==> src/rtl/vga_timing_pkg.sv <==
// Shared 640x480@60 Hz raster constants for the sync generator and its consumers.
package vga_timing_pkg;

    localparam int VGA_H_VISIBLE = 640;
    localparam int VGA_H_FRONT   = 16;
    localparam int VGA_H_SYNC    = 96;
    localparam int VGA_H_BACK    = 48;
    localparam int VGA_H_TOTAL   = VGA_H_VISIBLE + VGA_H_FRONT + VGA_H_SYNC + VGA_H_BACK;

    localparam int VGA_V_VISIBLE = 480;
    localparam int VGA_V_FRONT   = 10;
    localparam int VGA_V_SYNC    = 2;
    localparam int VGA_V_BACK    = 33;
    localparam int VGA_V_TOTAL   = VGA_V_VISIBLE + VGA_V_FRONT + VGA_V_SYNC + VGA_V_BACK;

    localparam int X_WIDTH       = 10;
    localparam int Y_WIDTH       = 9;
    localparam int H_COUNT_WIDTH = 11;
    localparam int V_COUNT_WIDTH = 10;

    localparam logic VGA_SYNC_ACTIVE_LEVEL = 1'b0;

    // Registered per-pixel outputs, updated together on each pixel advance.
    typedef struct packed {
        logic               hsync;
        logic               vsync;
        logic               inside_video;
        logic [X_WIDTH-1:0] x;
        logic [Y_WIDTH-1:0] y;
    } raster_out_t;

endpackage

==> src/rtl/pixel_tick_divider.sv <==
// Board-clock divider; pixel_tick flags the clock whose closing edge advances the raster.
module pixel_tick_divider #(
    parameter int CLOCK_DIVIDE = 2
) (
    input  logic clock,
    input  logic reset_n,
    output logic pixel_tick
);

    localparam int DIV_W = (CLOCK_DIVIDE > 1) ? $clog2(CLOCK_DIVIDE) : 1;
    localparam logic [DIV_W-1:0] DIV_LAST = DIV_W'(CLOCK_DIVIDE - 1);

    logic [DIV_W-1:0] div_q;
    logic [DIV_W-1:0] div_d;

    always_comb begin
        div_d = (div_q == DIV_LAST) ? '0 : div_q + 1'b1;
    end

    // NOTE: state registers use non-blocking assignment so every flop samples pre-edge values.
    always_ff @(posedge clock or negedge reset_n) begin
        if (!reset_n) begin
            div_q <= '0;
        end else begin
            div_q <= div_d;
        end
    end

    // Decoded from the counter register; the top registers it alongside the raster state.
    assign pixel_tick = (div_q == DIV_LAST);

endmodule

==> src/rtl/vga_sync_generator.sv <==
// VGA raster timing: sync pulses, pixel coordinates and visibility, all registered with zero lag.
module vga_sync_generator
    import vga_timing_pkg::*;
#(
    parameter int   CLOCK_DIVIDE      = 2,
    parameter int   H_VISIBLE         = VGA_H_VISIBLE,
    parameter int   H_FRONT           = VGA_H_FRONT,
    parameter int   H_SYNC            = VGA_H_SYNC,
    parameter int   H_BACK            = VGA_H_BACK,
    parameter int   V_VISIBLE         = VGA_V_VISIBLE,
    parameter int   V_FRONT           = VGA_V_FRONT,
    parameter int   V_SYNC            = VGA_V_SYNC,
    parameter int   V_BACK            = VGA_V_BACK,
    parameter logic SYNC_ACTIVE_LEVEL = VGA_SYNC_ACTIVE_LEVEL
) (
    input  logic               clock,
    input  logic               reset_n,
    output logic               pixel_tick,
    output logic               hsync,
    output logic               vsync,
    output logic [X_WIDTH-1:0] x_position,
    output logic [Y_WIDTH-1:0] y_position,
    output logic               inside_video,
    output logic               frame_start
);

    localparam int H_TOTAL = H_VISIBLE + H_FRONT + H_SYNC + H_BACK;
    localparam int V_TOTAL = V_VISIBLE + V_FRONT + V_SYNC + V_BACK;

    localparam logic [H_COUNT_WIDTH-1:0] H_LAST       = H_COUNT_WIDTH'(H_TOTAL - 1);
    localparam logic [H_COUNT_WIDTH-1:0] H_VIS_END    = H_COUNT_WIDTH'(H_VISIBLE);
    localparam logic [H_COUNT_WIDTH-1:0] H_SYNC_START = H_COUNT_WIDTH'(H_VISIBLE + H_FRONT);
    localparam logic [H_COUNT_WIDTH-1:0] H_SYNC_END   = H_COUNT_WIDTH'(H_VISIBLE + H_FRONT + H_SYNC);
    localparam logic [V_COUNT_WIDTH-1:0] V_LAST       = V_COUNT_WIDTH'(V_TOTAL - 1);
    localparam logic [V_COUNT_WIDTH-1:0] V_VIS_END    = V_COUNT_WIDTH'(V_VISIBLE);
    localparam logic [V_COUNT_WIDTH-1:0] V_SYNC_START = V_COUNT_WIDTH'(V_VISIBLE + V_FRONT);
    localparam logic [V_COUNT_WIDTH-1:0] V_SYNC_END   = V_COUNT_WIDTH'(V_VISIBLE + V_FRONT + V_SYNC);

    localparam raster_out_t RASTER_RESET = '{
        hsync:        ~SYNC_ACTIVE_LEVEL,
        vsync:        ~SYNC_ACTIVE_LEVEL,
        inside_video: 1'b0,
        x:            '0,
        y:            '0
    };

    logic                     advance;
    logic [H_COUNT_WIDTH-1:0] h_count_q, h_count_d;
    logic [V_COUNT_WIDTH-1:0] v_count_q, v_count_d;
    raster_out_t              raster_q, raster_d;
    logic                     pixel_tick_q, pixel_tick_d;
    logic                     frame_start_q, frame_start_d;

    pixel_tick_divider #(
        .CLOCK_DIVIDE (CLOCK_DIVIDE)
    ) u_divider (
        .clock      (clock),
        .reset_n    (reset_n),
        .pixel_tick (advance)
    );

    // Outputs are decoded from the next counter values so they land in the same cycle as the counters.
    always_comb begin
        // NOTE: every combinational output gets a default first, so no path can infer a latch.
        h_count_d     = h_count_q;
        v_count_d     = v_count_q;
        raster_d      = raster_q;
        pixel_tick_d  = advance;
        frame_start_d = 1'b0;

        if (advance) begin
            h_count_d = (h_count_q == H_LAST) ? '0 : h_count_q + 1'b1;
            if (h_count_q == H_LAST) begin
                v_count_d = (v_count_q == V_LAST) ? '0 : v_count_q + 1'b1;
            end

            raster_d.inside_video = (h_count_d < H_VIS_END) && (v_count_d < V_VIS_END);
            raster_d.hsync = ((h_count_d >= H_SYNC_START) && (h_count_d < H_SYNC_END))
                             ? SYNC_ACTIVE_LEVEL : ~SYNC_ACTIVE_LEVEL;
            raster_d.vsync = ((v_count_d >= V_SYNC_START) && (v_count_d < V_SYNC_END))
                             ? SYNC_ACTIVE_LEVEL : ~SYNC_ACTIVE_LEVEL;
            raster_d.x = raster_d.inside_video ? h_count_d[X_WIDTH-1:0] : '0;
            raster_d.y = raster_d.inside_video ? v_count_d[Y_WIDTH-1:0] : '0;
            frame_start_d = (h_count_d == '0) && (v_count_d == '0);
        end
    end

    // Counters park on the last raster position so the first advance lands on (0,0).
    always_ff @(posedge clock or negedge reset_n) begin
        if (!reset_n) begin
            h_count_q     <= H_LAST;
            v_count_q     <= V_LAST;
            raster_q      <= RASTER_RESET;
            pixel_tick_q  <= 1'b0;
            frame_start_q <= 1'b0;
        end else begin
            h_count_q     <= h_count_d;
            v_count_q     <= v_count_d;
            raster_q      <= raster_d;
            pixel_tick_q  <= pixel_tick_d;
            frame_start_q <= frame_start_d;
        end
    end

    assign pixel_tick   = pixel_tick_q;
    assign hsync        = raster_q.hsync;
    assign vsync        = raster_q.vsync;
    assign x_position   = raster_q.x;
    assign y_position   = raster_q.y;
    assign inside_video = raster_q.inside_video;
    assign frame_start  = frame_start_q;

endmodule
==> config.mk <==
export PLATFORM = sky130hd
export DESIGN_NAME = vga_sync_generator
export DESIGN_NICKNAME = d
export VERILOG_FILES = /design/src/rtl/vga_timing_pkg.sv /design/src/rtl/pixel_tick_divider.sv /design/src/rtl/vga_sync_generator.sv
export SDC_FILE = /design/constraint.sdc
export NUM_CORES = 1
export LEC_CHECK = 0
export CAP_MARGIN = 10
export CORE_MARGIN = 2
export CORE_UTILIZATION = 60
export CTS_BUF_LIST = sky130_fd_sc_hd__clkbuf_8
export DETAILED_ROUTE_END_ITERATION = 8
export PLACE_DENSITY = 0.83
export SLEW_MARGIN = 20
export SYNTH_ARGS = -nofsm -noshare
export SYNTH_HDL_FRONTEND = slang
export SYNTH_HIERARCHICAL = 1
export SYNTH_SLANG_ARGS = --single-unit
==> constraint.sdc <==
create_clock -name clock -period 4.8 [get_ports clock]
set_input_delay 0.72 -clock clock [delete_from_list [all_inputs] [get_ports clock]]
set_output_delay 0.72 -clock clock [all_outputs]
set_load 0.005 [all_outputs]
### After elaboration in Yosys (flattened, before gate mapping)

Index checks and enable logic that the tools add are counted.

* register bits: 46
* output and inout bits: 24

* $lt $le $gt $ge: 6
* muxes and demuxes: 10
* reduce and logical (&&, ||, !) cells: 6
* add/subtract/negate cells: 3
* eq/ne operators: 2

Operators with widths (count)
* 10-bit 2-to-1 mux: 4
* 11-bit by 10-bit less-than comparator with 1-bit output (second input constant): 2
* 10-bit by 9-bit less-than comparator with 1-bit output (second input constant): 2
* 11-bit by 1-bit adder with 11-bit output (second input constant): 1
* 11-bit by 10-bit == test with 1-bit output (second input constant): 1
* 11-bit by 10-bit >= comparator with 1-bit output (second input constant): 1
* 11-bit logical NOT: 1
* 11-bit 2-to-1 mux: 1
* 10-bit by 1-bit adder with 10-bit output (second input constant): 1
* 10-bit == test (second input constant): 1
* 10-bit by 9-bit >= comparator with 1-bit output (second input constant): 1
* 10-bit logical NOT: 1
* 9-bit 2-to-1 mux: 1
* 1-bit logical AND: 4
* 1-bit 2-to-1 mux: 4
* 1-bit adder (second input constant): 1

### Longest topological paths before layout

Gate-level depths: netlist (run 1).

* word-level depth: 7
* gate-level depth with buffers: 9

### Modules after synthesis

Netlist (run 1), hierarchy kept.

Modules (own cells, without submodules)
* vga_sync_generator: area an instance 2701.3 sq um, times used 1, cells each 288
* pixel_tick_divider: area an instance 28.8 sq um, times used 1, cells each 2

### Least setup slack after synthesis (run 1)

Ideal clock, no wire load.

* path kind: reg-to-reg
* start: register h_count_q[0]
* end: register raster_q, in the netlist x_position[5]
* arrival: 2494 ps
* buffers on the path: 2
* library setup time: 121 ps
* setup slack: 2185 ps
* clock period less this slack: 2615 ps
* cell stages (with the launch flop): 10
* cell sequence: dfstp_2 ha_1 and4_1 buf_4 nand4_4 or4_1 a21oi_2 a2111oi_4 buf_6 a22o_1

* cells in the longest elaborated chain, start to end: 6

RTL lines
* start: declaration: RTL line vga_sync_generator.sv:48 `logic [H_COUNT_WIDTH-1:0] h_count_q, h_count_d;`
* start signal: assignment: RTL line vga_sync_generator.sv:97 `h_count_q <= h_count_d;`
* parallel branches: the longest is 5 deep, another holds 11-bit by 1-bit adder with 11-bit output
* 10-bit 2-to-1 mux *: RTL line vga_sync_generator.sv:82 `raster_d.x = raster_d.inside_video ? h_count_d[X_WIDTH-1:0] : '0;`
* end signal: assignment: RTL line vga_sync_generator.sv:99 `raster_q <= raster_d;`
* end: declaration: RTL line vga_sync_generator.sv:50 `raster_out_t raster_q, raster_d;`

Every way passes the cells marked *. The select of a mux whose other input is x is not followed.
A chain may end at the register's enable or synchronous reset.

### Final worst setup path (run 1)

* start: register h_count_q[0]
* end: register raster_q, in the netlist x_position[1]

Same word-level chain as after synthesis.

==> summary.txt, run 1 <==
Outcome -> complete, no violations
Worst setup EP type -> register
Unrepaired setup endpoints after global routing -> no
Clock Path Buffers -> 2
Iteration count of the initial detailed-routing pass -> 5
Routed via count -> 2237
Transition time at the pin with the least slew margin -> 0.682 ns
Max Cap Violations -> 0
Total length of routed wires -> 6020 um
Port buffer count -> 25
VDD IR max -> 0.148 mV
Gate count of the mapped netlist -> 290
Level count of the clock H-tree -> 2
Power per cell area -> 222 nW/um^2
Number of hold-repair buffers added at the cts stage -> 0
Post CTS Setup Buffer Count -> 0
Total chip power -> 0.677 mW
Clock tree from TritonCTS -> yes
Total of endpoints with negative setup slack in the final report -> 0
Met3 Resource Use GR -> 4.92%
Antenna Cells -> 0
Clock transition at the register clock pins on the worst setup and hold paths after CTS -> 0.08 ns
R2R cell count -> 8
Predominant post-synthesis flop cell -> dfrtp_1
Cell chosen for the clock root -> clkbuf_8
Maximum number of pins on one net before global-route repair -> 47
Area of combinational cells with multiple inputs -> 1410 sq um
Part of the Yosys area used for sequential elements -> 42.7%
Count of endpoints failing hold in the final timing report -> 0
Stages on worst setup path -> 8
Final Slew Violations -> 0
Worst skew pair latency -> 0.30 ns
Met1 usage in global routing -> 33.4%
Max Clock Skew -> 0.00866 ns
Leakage Power -> 1.23 nW
Die height -> 71.5 um
Synthesized netlist net count -> 295
Via count of the first global-routing pass -> 2154
Mapped Avg Cell Area -> 9.41 sq um
Cell class contributing the biggest share of worst-path delay -> simple AND/OR/NAND/NOR gates
Async SR Flop Fraction -> 100%
Share of the cycle needed by the critical path after routing -> 64.6%
Placed Cells -> 346
Row Count -> 24
Period minus WS final -> 3.10 ns
Slowest stage cell on the critical path -> a2111oi_4
Number of library cell types mapped by synthesis -> 56
Ports -> 26
Final RePlAce weighted congestion -> 0.936
Cts bufs inserted -> 5
Critical path start-end classification -> register to register
Worst path max stage delay -> 0.63 ns
Die outline width -> 71.5 um
Critical path fanouts, max -> 10
Setup tns final -> 0 ns
Total Routing Usage GR -> 25.1%
CP Data Required Time -> 5.04 ns
Crit start category -> register
Max-slew headroom at the worst pin -> 54.6%
Routed via count divided by cell count -> 6.30
Tightest Hold Check Type -> input port to asynchronous set/reset pin
Clock Sink Count -> 46
Share of post-route cells with drive strength above 1 -> 11.9%
Initial antenna violation count -> 0
First-iteration detailed-routing DRC count -> 194
CP bufs+invs -> 1
Area of the core -> 4350 sq um
Initial cell density of the core -> 62.7%
Flip-flop and latch count after synthesis -> 46
Area occupied by registers -> 1170 sq um
Non-filler instance count after layout -> 355
Post-synthesis cell area -> 2730 sq um
Maximum frequency from static timing analysis -> 323 MHz
Synthesis-to-layout area growth -> 11.9%
Residual overflow from global routing -> 0
Area of the die -> 5110 sq um
Met2 global-route usage -> 41.3%
Routed length per instance -> 17.0 um
Number of instances resized during post-cts repair -> 0
Placed wire-length estimate -> 4090 um
Remaining design rule violation count -> 0
Warnings, synthesis -> 6
Arrival time of data at the critical path endpoint -> 3.34 ns
Post-synth EDFFs -> 0
Cells along the critical path -> ha_1 > and4_1 > nand3_1 > nor2_1 > a21oi_2 > a2111oi_4 > buf_6 > a32o_1
Residual antenna-violating net count after detailed routing -> 0
# fillers -> 361
Global-route wire length before repair -> 10200 um
Final net count -> 307
Busiest metal layer after global routing -> met2
kinds of logic after synthesis:
logic type	Yosys count	share of synthesized area (%)
AOI/OAI and AO/OA	73	20.2
adders and majority gates	3	1.38
xor gates and xnor gates	22	7.06
and+or+nand+nor	112	22.1
buffers and inverters	32	5.73
muxes	2	0.779
DFF	46	42.7
through the flow:
| stage | util (%) | hold WS (ns) | instance area [sq um] | worst slack [ns] |
|---|---|---|---|---|
| after floorplan | - | 0.392 | 2730 | 2.18 |
| after global placement | 67.4 | 0.476 | 2930 | 1.63 |
| after detailed placement | 67.4 | 0.487 | 2930 | 1.51 |
| after CTS | 69.9 | 0.497 | 3040 | 1.46 |
| after global routing | 70.2 | 0.461 | 3060 | 1.48 |
| final | 70.2 | 0.413 | 3060 | 1.70 |
sequential cells by signal (all words and copies together) (netlist names):
name,cells
frame_start,1
h_count_q,11
hsync,1
inside_video,1
pixel_tick,1
u_divider/pixel_tick,1
v_count_q,10
vsync,1
x_position,10
y_position,9
cell usage in the layout (no fill, tap or decap), types with 2 or more instances in the layout:
| cell | count |
|---|---|
| dfrtp_1 | 34 |
| nor2_1 | 26 |
| clkdlybuf4s50_1 | 24 |
| nand2_1 | 23 |
| xnor2_1 | 20 |
| nand3_1 | 17 |
| a22o_1 | 17 |
| dfstp_2 | 12 |
| a21oi_1 | 11 |
| o21ai_0 | 11 |
| inv_1 | 8 |
| a21o_1 | 8 |
| nand4_1 | 6 |
| and3_1 | 6 |
| nor2b_1 | 5 |
| clkbuf_8 | 5 |
| nor3_1 | 4 |
| and2_1 | 4 |
| a31oi_1 | 4 |
| o211ai_1 | 4 |
| or3_1 | 3 |
| o31ai_1 | 3 |
| ha_1 | 3 |
| buf_4 | 3 |
| and4_1 | 2 |
| or4_1 | 2 |
| nand2b_1 | 2 |
| xor2_1 | 2 |
| nor3b_1 | 2 |
| nand4b_1 | 2 |
| a32o_1 | 2 |
| a31o_2 | 2 |
| clkinv_2 | 2 |
layer usage:
metal,vias to the layer above,part of all wire [%],routed length [um]
li1,1065,-,-
met1,1093,45,2730
met2,70,48,2920
met3,9,5.0,302
met4,0,1.3,80
met5,-,0,0
cells in the mapped netlist, types with 2 or more instances:
cell type   n  share of area (%)
a21o_1      8                2.2
a21oi_1    11                2.0
a22o_1     17                5.5
a31o_2      2               0.64
a31oi_1     4               0.92
a32o_1      2               0.73
and2_1      4               0.92
and3_1      6                1.4
and4_1      2               0.64
buf_1       2               0.28
buf_2       2               0.37
buf_6       4                1.6
clkbuf_1   14                1.9
dfrtp_1    34                 31
dfstp_2    12                 12
ha_1        3                1.4
inv_1       8                1.1
nand2_1    23                3.2
nand2b_1    2               0.46
nand3_1    17                3.1
nand4_1     6                1.4
nand4b_1    2               0.64
nor2_1     26                3.6
nor2b_1     5                1.1
nor3_1      4               0.73
nor3b_1     2               0.55
o211ai_1    4                1.1
o21ai_0    11                2.0
o31ai_1     3               0.82
or3_1       3               0.69
or4_1       2               0.55
xnor2_1    20                6.4
xor2_1      2               0.64
path summary, 6_finish.rpt:
kind,start,to,slack (ns)
worst max-delay path,h_count_q[0],x_position[1],1.70
worst min-delay path,reset_n,pixel_tick,0.41
worst max register to register,h_count_q[0],x_position[1],1.70
worst min register to register,hsync,hsync,0.49
max in group asynchronous,reset_n,v_count_q[7],4.01
min in group clock,hsync,hsync,0.49
power breakdown:
group	switching, mW	leakage [nW]	internal (mW)
combinational	0.00709	0.587	0.000535
clock	0.129	0.0579	0.153
sequential	0	0.582	0.388
cell type report:
type,instances,area share [%]
Timing Repair Buffer,28,8.97
Multi-Input combinational cell,212,46.1
Sequential cell,46,38.2
Clock inverter,3,1.31
Tap cell,52,2.13
Inverter,9,1.11
Clock buffer,5,2.25
Power figures use the tool's default switching activity.
==> run 2: changes to the inputs <==
--- a/config.mk
+++ b/config.mk
@@ -7,10 +7,10 @@
 export LEC_CHECK = 0
 export CAP_MARGIN = 10
 export CORE_MARGIN = 2
-export CORE_UTILIZATION = 60
+export CORE_UTILIZATION = 59
 export CTS_BUF_LIST = sky130_fd_sc_hd__clkbuf_8
 export DETAILED_ROUTE_END_ITERATION = 8
-export PLACE_DENSITY = 0.83
+export PLACE_DENSITY = 0.82
 export SLEW_MARGIN = 20
 export SYNTH_ARGS = -nofsm -noshare
 export SYNTH_HDL_FRONTEND = slang
==> constraint.sdc (replaced) <==
create_clock -name clock -period 2.94 [get_ports clock]
set_input_delay 0.441 -clock clock [delete_from_list [all_inputs] [get_ports clock]]
set_output_delay 0.441 -clock clock [all_outputs]
set_load 0.005 [all_outputs]
==> run 2 against run 1 <==
  * Final area grew 5.4%
  * Die area up 1.6%
  * Global-route usage fell by 0.22 points
  * Clock skew grew 0.0044 ns
  * Final cell count up 6.2%
  * Clock-buffer cell count stayed put
  * Sequential share of layout area decreased by 2.0 points
  * Worst setup slack got worse by 1.5 ns
  * Critical path depth increased by 2
  * Flip-flop and latch count did not move
==> summary.txt, run 2 (same netlist as run 1, synthesis figures left out) <==
Outcome -> complete, no violations
Total Routing Usage GR -> 24.9% (-0.22 points)
Transition time at the pin with the least slew margin -> 0.556 ns (-0.125 ns)
Utilization of the core after routing -> 73.0% (+2.8 points)
Max Cap Violations -> 0 (unchanged)
Cell chosen for the clock root -> clkbuf_8
Global-route wire length before repair -> 10100 um (-0.21%)
Antenna Cells -> 0 (unchanged)
Area of the core -> 4410 sq um (+1.4%)
Number of hold-repair buffers added at the cts stage -> 0 (unchanged)
Number of instances resized during post-cts repair -> 0 (unchanged)
Minimum setup slack after placement -> -0.0738 ns (-1.59 ns)
Routed via count divided by cell count -> 6.09 (-3.4%)
Share of the cycle needed by the critical path after routing -> 94.8% (+30 points)
First-iteration detailed-routing DRC count -> 145 (-25%)
Remaining design rule violation count -> 0 (unchanged)
Area of the die -> 5190 sq um (+1.6%)
Final RePlAce weighted congestion -> 0.903 (-3.6%)
Port buffer count -> 25 (unchanged)
Row Count -> 24 (unchanged)
Max Clock Skew -> 0.0130 ns (+0.00435 ns)
Iteration count of the initial detailed-routing pass -> 4 (-1)
Initial cell density of the core -> 61.8% (-0.85 points)
Maximum number of pins on one net before global-route repair -> 47 (unchanged)
Total length of routed wires -> 6030 um (+0.13%)
Placed Cells -> 367 (+6.1%)
Critical path fanouts, max -> 11 (+1)
Synthesis-to-layout area growth -> 18.0%
Initial antenna violation count -> 0 (unchanged)
Maximum frequency from static timing analysis -> 359 MHz (+11%)
Ports -> 26 (unchanged)
Worst slack on hold paths -> 0.119 ns (-0.295 ns)
Residual antenna-violating net count after detailed routing -> 0 (unchanged)
Final setup margin -> 0.153 ns (-1.55 ns)
Final design instance area without fill -> 3220 sq um (+5.4%)
Level count of the clock H-tree -> 2 (unchanged)
Power per cell area -> 349 nW/um^2 (+57%)
Period minus WS final -> 2.79 ns (-0.312 ns)
Most frequent cells in the layout -> dfrtp_1, nor2_1, buf_4, clkdlybuf4s50_1, nand2_1
Crit start category -> register
Worst setup EP type -> register
Die outline width -> 72.0 um (+0.80%)
Clock transition at the register clock pins on the worst setup and hold paths after CTS -> 0.10 ns (+0.02 ns)
Routed length per instance -> 16.0 um (-5.7%)
Count of endpoints failing hold in the final timing report -> 0 (unchanged)
Total chip power -> 1.12 mW (+66%)
VDD IR max -> 0.285 mV (+93%)
Via count of the first global-routing pass -> 2149 (-0.23%)
Unrepaired setup endpoints after global routing -> no
Die height -> 72.0 um (+0.80%)
Share of post-route cells with drive strength above 1 -> 17.8% (+6.0 points)
Final net count -> 329 (+7.2%)
Arrival time of data at the critical path endpoint -> 2.98 ns (-0.36 ns)
Largest register FFs -> 11 (unchanged)
Cts bufs inserted -> 5 (unchanged)
Placed wire-length estimate -> 4300 um (+5.0%)
Leakage Power -> 1.33 nW (+8.6%)
# fillers -> 338 (-6.4%)
Clock Sink Count -> 46 (unchanged)
Max-slew headroom at the worst pin -> 62.9% (+8.4 points)
Total placed instance area -> 3090 sq um (+5.4%)
Commonest non-fill, non-tap cell in the layout -> dfrtp_1
CP Data Required Time -> 3.14 ns (-1.90 ns)
Total of endpoints with negative setup slack in the final report -> 0 (unchanged)
Clock tree from TritonCTS -> yes
Routed via count -> 2296 (+2.6%)
Final Slew Violations -> 0 (unchanged)
Worst skew pair latency -> 0.31 ns (about the same)
Clock Path Buffers -> 2 (unchanged)
Tightest Hold Check Type -> input port to asynchronous set/reset pin
Critical path start-end classification -> register to register
Setup tns final -> 0 ns (unchanged)
Residual overflow from global routing -> 0 (unchanged)
Non-filler instance count after layout -> 377 (+6.2%)
Register with the highest flop count -> h_count_q
run 2: cell types whose count changed in the layout (fill, tap and decap cells not counted):
cell	delta
clkinv_2	-1
buf_4	+23
buf_6	-1
inv_6	+1
run 2: timing repair:
item	4_1_cts	5_1_grt
setup endpoints to repair	19	0
setup buffers	2	0
hold endpoints to repair	0	0
run 2: power breakdown:
group / internal, mW / switching, mW / total, mW
registers: 0.633 / 0 / 0.633
logic: 0.000876 / 0.0114 / 0.0122
clock network: 0.255 / 0.223 / 0.478
run 2: area by class of cell:
type / count / area, sq um / area share (%)
clock buffer: 5 / 68.8 / 2.14
clock inverter: 3 / 43.8 / 1.36
inverter: 9 / 33.8 / 1.05
multi-input combinational: 212 / 1410 / 43.7
sequential: 46 / 1170 / 36.2
tap: 52 / 65.1 / 2.02
timing repair buffer: 50 / 435 / 13.5
run 2: path summary, 6_finish.rpt:
kind,startpoint,slack (ns),cells after the start,endpoint
min,reset_n,0.12,1,x_position[7]
min reg2reg,hsync,0.50,2,hsync
max reg2reg,h_count_q[0],0.15,10,inside_video
max,h_count_q[0],0.15,10,inside_video
max in group asynchronous,reset_n,2.43,1,v_count_q[3]
min in group clock,hsync,0.50,2,hsync
run 2: routing by layer:
| layer | track usage, % | vias to the layer above | part of all wire [%] |
|---|---|---|---|
| met3 | 4.44 | 12 | 4.1 |
| met2 | 42.7 | 59 | 50 |
| met4 | 9.01 | 0 | 2.0 |
| met1 | 31.6 | 1111 | 44 |
| li1 | - | 1114 | - |
| met5 | 0 | - | 0 |
run 2: critical path, stage by stage, from the launching register on:
cell and delay [ns]:
dfstp_2 0.54, ha_1 0.18, buf_4 0.13, and4_1 0.28, nand4_4 0.13, buf_4 0.18, or4_1 0.48, a21oi_2 0.22
a2111oi_4 0.06, buf_4 0.20, mux2_2 0.26
==> run 3: changes to the inputs <==
--- a/config.mk
+++ b/config.mk
@@ -14,5 +14,4 @@
 export SLEW_MARGIN = 20
 export SYNTH_ARGS = -nofsm -noshare
 export SYNTH_HDL_FRONTEND = slang
-export SYNTH_HIERARCHICAL = 1
 export SYNTH_SLANG_ARGS = --single-unit
==> run 3 against run 2 <==
  * Final cell count decreased by 4.8%
  * Worst setup slack better by 0.072 ns
  * Area after synthesis fell by 0.41%
  * Wire length is 2.8% higher
  * Critical path type unchanged
  * Largest cell class unchanged
==> summary.txt, run 3 <==
CP Data Required Time -> 3.14 ns (about the same)
Post-synthesis cell area -> 2720 sq um (-0.41%)
Placed wire-length estimate -> 4300 um (about the same)
Worst skew pair latency -> 0.31 ns (about the same)
Residual antenna-violating net count after detailed routing -> 0 (unchanged)
Post-synth EDFFs -> 0 (unchanged)
Share of post-route cells with drive strength above 1 -> 15.6% (-2.2 points)
Level count of the clock H-tree -> 2 (unchanged)
Gate count of the mapped netlist -> 284 (-2.1%)
R2R cell count -> 9 (-1)
Leakage Power -> 1.27 nW (-4.8%)
Cell chosen for the clock root -> clkbuf_8
Flip-flop and latch count after synthesis -> 46 (unchanged)
Area of the die -> 5170 sq um (-0.39%)
Final design instance area without fill -> 3110 sq um (-3.5%)
Synthesized netlist net count -> 289 (-2.0%)
Launch instance of the worst register-to-register path -> h_count_q[0]
Row Count -> 24 (unchanged)
Remaining design rule violation count -> 0 (unchanged)
Ports -> 26 (unchanged)
Global-route wire length before repair -> 10500 um (+3.1%)
Cell types with the largest area share after synthesis -> dfrtp_1, dfstp_2, nand2_1
Top post-synthesis cells by count -> dfrtp_1, nand2_1, nand3_1, nor2_1
Clock Sink Count -> 46 (unchanged)
Area of the core -> 4380 sq um (-0.68%)
Largest register FFs -> 11 (unchanged)
Cell taking the most area after synthesis -> dfrtp_1
Clock transition at the register clock pins on the worst setup and hold paths after CTS -> 0.09 ns (about the same)
Placed Cells -> 351 (-4.4%)
Tightest Hold Check Type -> input port to asynchronous set/reset pin
Total placed instance area -> 3000 sq um (-3.1%)
Yosys top cell area share -> 31.3% (+0.13 points)
Register-to-register path setup slack -> 0.23 ns (+0.07 ns)
Routed length per instance -> 17.3 um (+8.0%)
Maximum frequency from static timing analysis -> 368 MHz (+2.7%)
Predominant post-synthesis flop cell -> dfrtp_1
Number of hold-repair buffers added at the cts stage -> 0 (unchanged)
Final RePlAce weighted congestion -> 0.920 (+1.9%)
Clock Path Buffers -> 2 (unchanged)
Count of endpoints failing hold in the final timing report -> 0 (unchanged)
Die height -> 71.9 um (-0.19%)
Number of instances resized during post-cts repair -> 0 (unchanged)
Transition time at the pin with the least slew margin -> 0.731 ns (+0.175 ns)
Worst setup EP type -> register
Residual overflow from global routing -> 0 (unchanged)
Top-count cell post-synth -> dfrtp_1
Number of library cell types mapped by synthesis -> 62 (+11%)
Post CTS Setup Buffer Count -> 0 (-2)
Part of the Yosys area used for sequential elements -> 42.9% (+0.18 points)
Routed via count divided by cell count -> 6.42 (+5.4%)
Share of the cycle needed by the critical path after routing -> 92.3% (-2.5 points)
Final Slew Violations -> 0 (unchanged)
First-iteration detailed-routing DRC count -> 188 (+30%)
Mapped Avg Cell Area -> 9.57 sq um (+1.7%)
Non-filler instance count after layout -> 359 (-4.8%)
Power per cell area -> 359 nW/um^2 (+2.9%)
Most frequent cells in the layout -> dfrtp_1, nand2_1, clkdlybuf4s50_1, nor2_1, nand3_1
Antenna Cells -> 0 (unchanged)
Cts bufs inserted -> 5 (unchanged)
Clock tree from TritonCTS -> yes
Arrival time of data at the critical path endpoint -> 2.91 ns (-0.07 ns)
Total of endpoints with negative setup slack in the final report -> 0 (unchanged)
Critical path fanouts, max -> 11 (unchanged)
Iteration count of the initial detailed-routing pass -> 4 (unchanged)
Via count of the first global-routing pass -> 2102 (-2.2%)
Maximum number of pins on one net before global-route repair -> 47 (unchanged)
Crit start category -> register
Port buffer count -> 25 (unchanged)
Register with the highest flop count -> h_count_q
Synthesis-to-layout area growth -> 14.3%
Warnings, synthesis -> 0 (-6)
Total length of routed wires -> 6200 um (+2.8%)
Critical path start-end classification -> register to register
Die outline width -> 71.9 um (-0.19%)
Max Clock Skew -> 0.00949 ns (-0.00352 ns)
Unrepaired setup endpoints after global routing -> no
Utilization of the core after routing -> 70.9% (-2.1 points)
Setup tns final -> 0 ns (unchanged)
Final net count -> 311 (-5.5%)
Async SR Flop Fraction -> 100% (unchanged)
Total Routing Usage GR -> 25.9% (+1.0 points)
Routed via count -> 2304 (+0.35%)
Initial antenna violation count -> 0 (unchanged)
Outcome -> complete, no violations
Max-slew headroom at the worst pin -> 51.1% (-12 points)
Initial cell density of the core -> 62.0% (+0.17 points)
Max Cap Violations -> 0 (unchanged)
Commonest non-fill, non-tap cell in the layout -> dfrtp_1
Period minus WS final -> 2.71 ns (-0.0721 ns)
VDD IR max -> 0.192 mV (-33%)
Worst flop-to-flop path endpoint -> frame_start
==> run 3: changes by cell type after synthesis, sizes merged, moves of 5 or more <==
cell	delta
a22o	-16
xor2	+6
nand2	+9
o31ai	+7
o2bb2ai	+5
nor2	-12
clkbuf	-6
xnor2	-7
a21o	-6
==> run 3: final cells by class <==
cell class | count | area [sq um]
repair buffers | 36 | 330
fillers | 349 | 1280
clock buffers | 5 | 68.8
inverters | 12 | 45.0
well taps | 52 | 65.1
flip-flops and latches | 46 | 1170
clock inverters | 3 | 41.3
multi-input cells | 205 | 1390
==> run 3: critical path: stages (launching register included) <==
cell and delay (ns):
dfstp_2 0.61, ha_1 0.26, and4_1 0.25, buf_4 0.14, nand3_4 0.11, buf_4 0.21
or3_1 0.31, a221oi_1 0.24, nand4_1 0.14, nor4_1 0.33
==> run 3: worst max-delay path by stage <==
stage | from | to | slack [ns] | depth (start not counted)
after CTS | h_count_q[0] | frame_start | 0.26 | 9
after detailed placement | h_count_q[0] | x_position[3] | 0.29 | 8
final | h_count_q[0] | frame_start | 0.23 | 9
after global routing | h_count_q[0] | y_position[0] | 0.04 | 8
after global placement | h_count_q[0] | frame_start | 0.35 | 9
after floorplan | h_count_q[0] | inside_video | 0.46 | 8
==> run 3: through the flow <==
step	total power, mW	hold WS (ns)	worst slack, ns
floorplan	0.645	0.145	0.455
global placement	0.658	0.466	0.351
detailed placement	0.658	0.469	0.293
CTS	1.12	0.333	0.256
global route	1.15	0.172	0.0388
finish	1.12	0.118	0.225
==> run 3: report_power, final <==
| part | total [mW] | internal, mW | switching (mW) |
|---|---|---|---|
| Sequential | 0.633 | 0.633 | 0 |
| Clock | 0.470 | 0.250 | 0.220 |
| Combinational | 0.0124 | 0.000875 | 0.0115 |
==> run 3: logic make-up (layout without fill, tap and decap cells) <==
kind of cell / after synthesis / after routing / synth area share [%]
DFF: 46 / 46 / 42.9
muxes: 1 / 1 / 0.552
and+or+nand+nor: 113 / 113 / 23.6
adders and majority gates: 3 / 3 / 1.38
xor gates and xnor gates: 21 / 21 / 7.04
AOI/OAI and AO/OA: 67 / 67 / 18.6
buffers and inverters: 33 / 56 / 5.94
==> run 3: routing by layer <==
layer	GRT usage (%)	wire, um	vias to the layer above
li1	-	-	1079
met1	38.5	2830	1106
met2	38.6	2770	108
met3	5.34	491	11
met4	7.55	108	0
met5	0	0	-
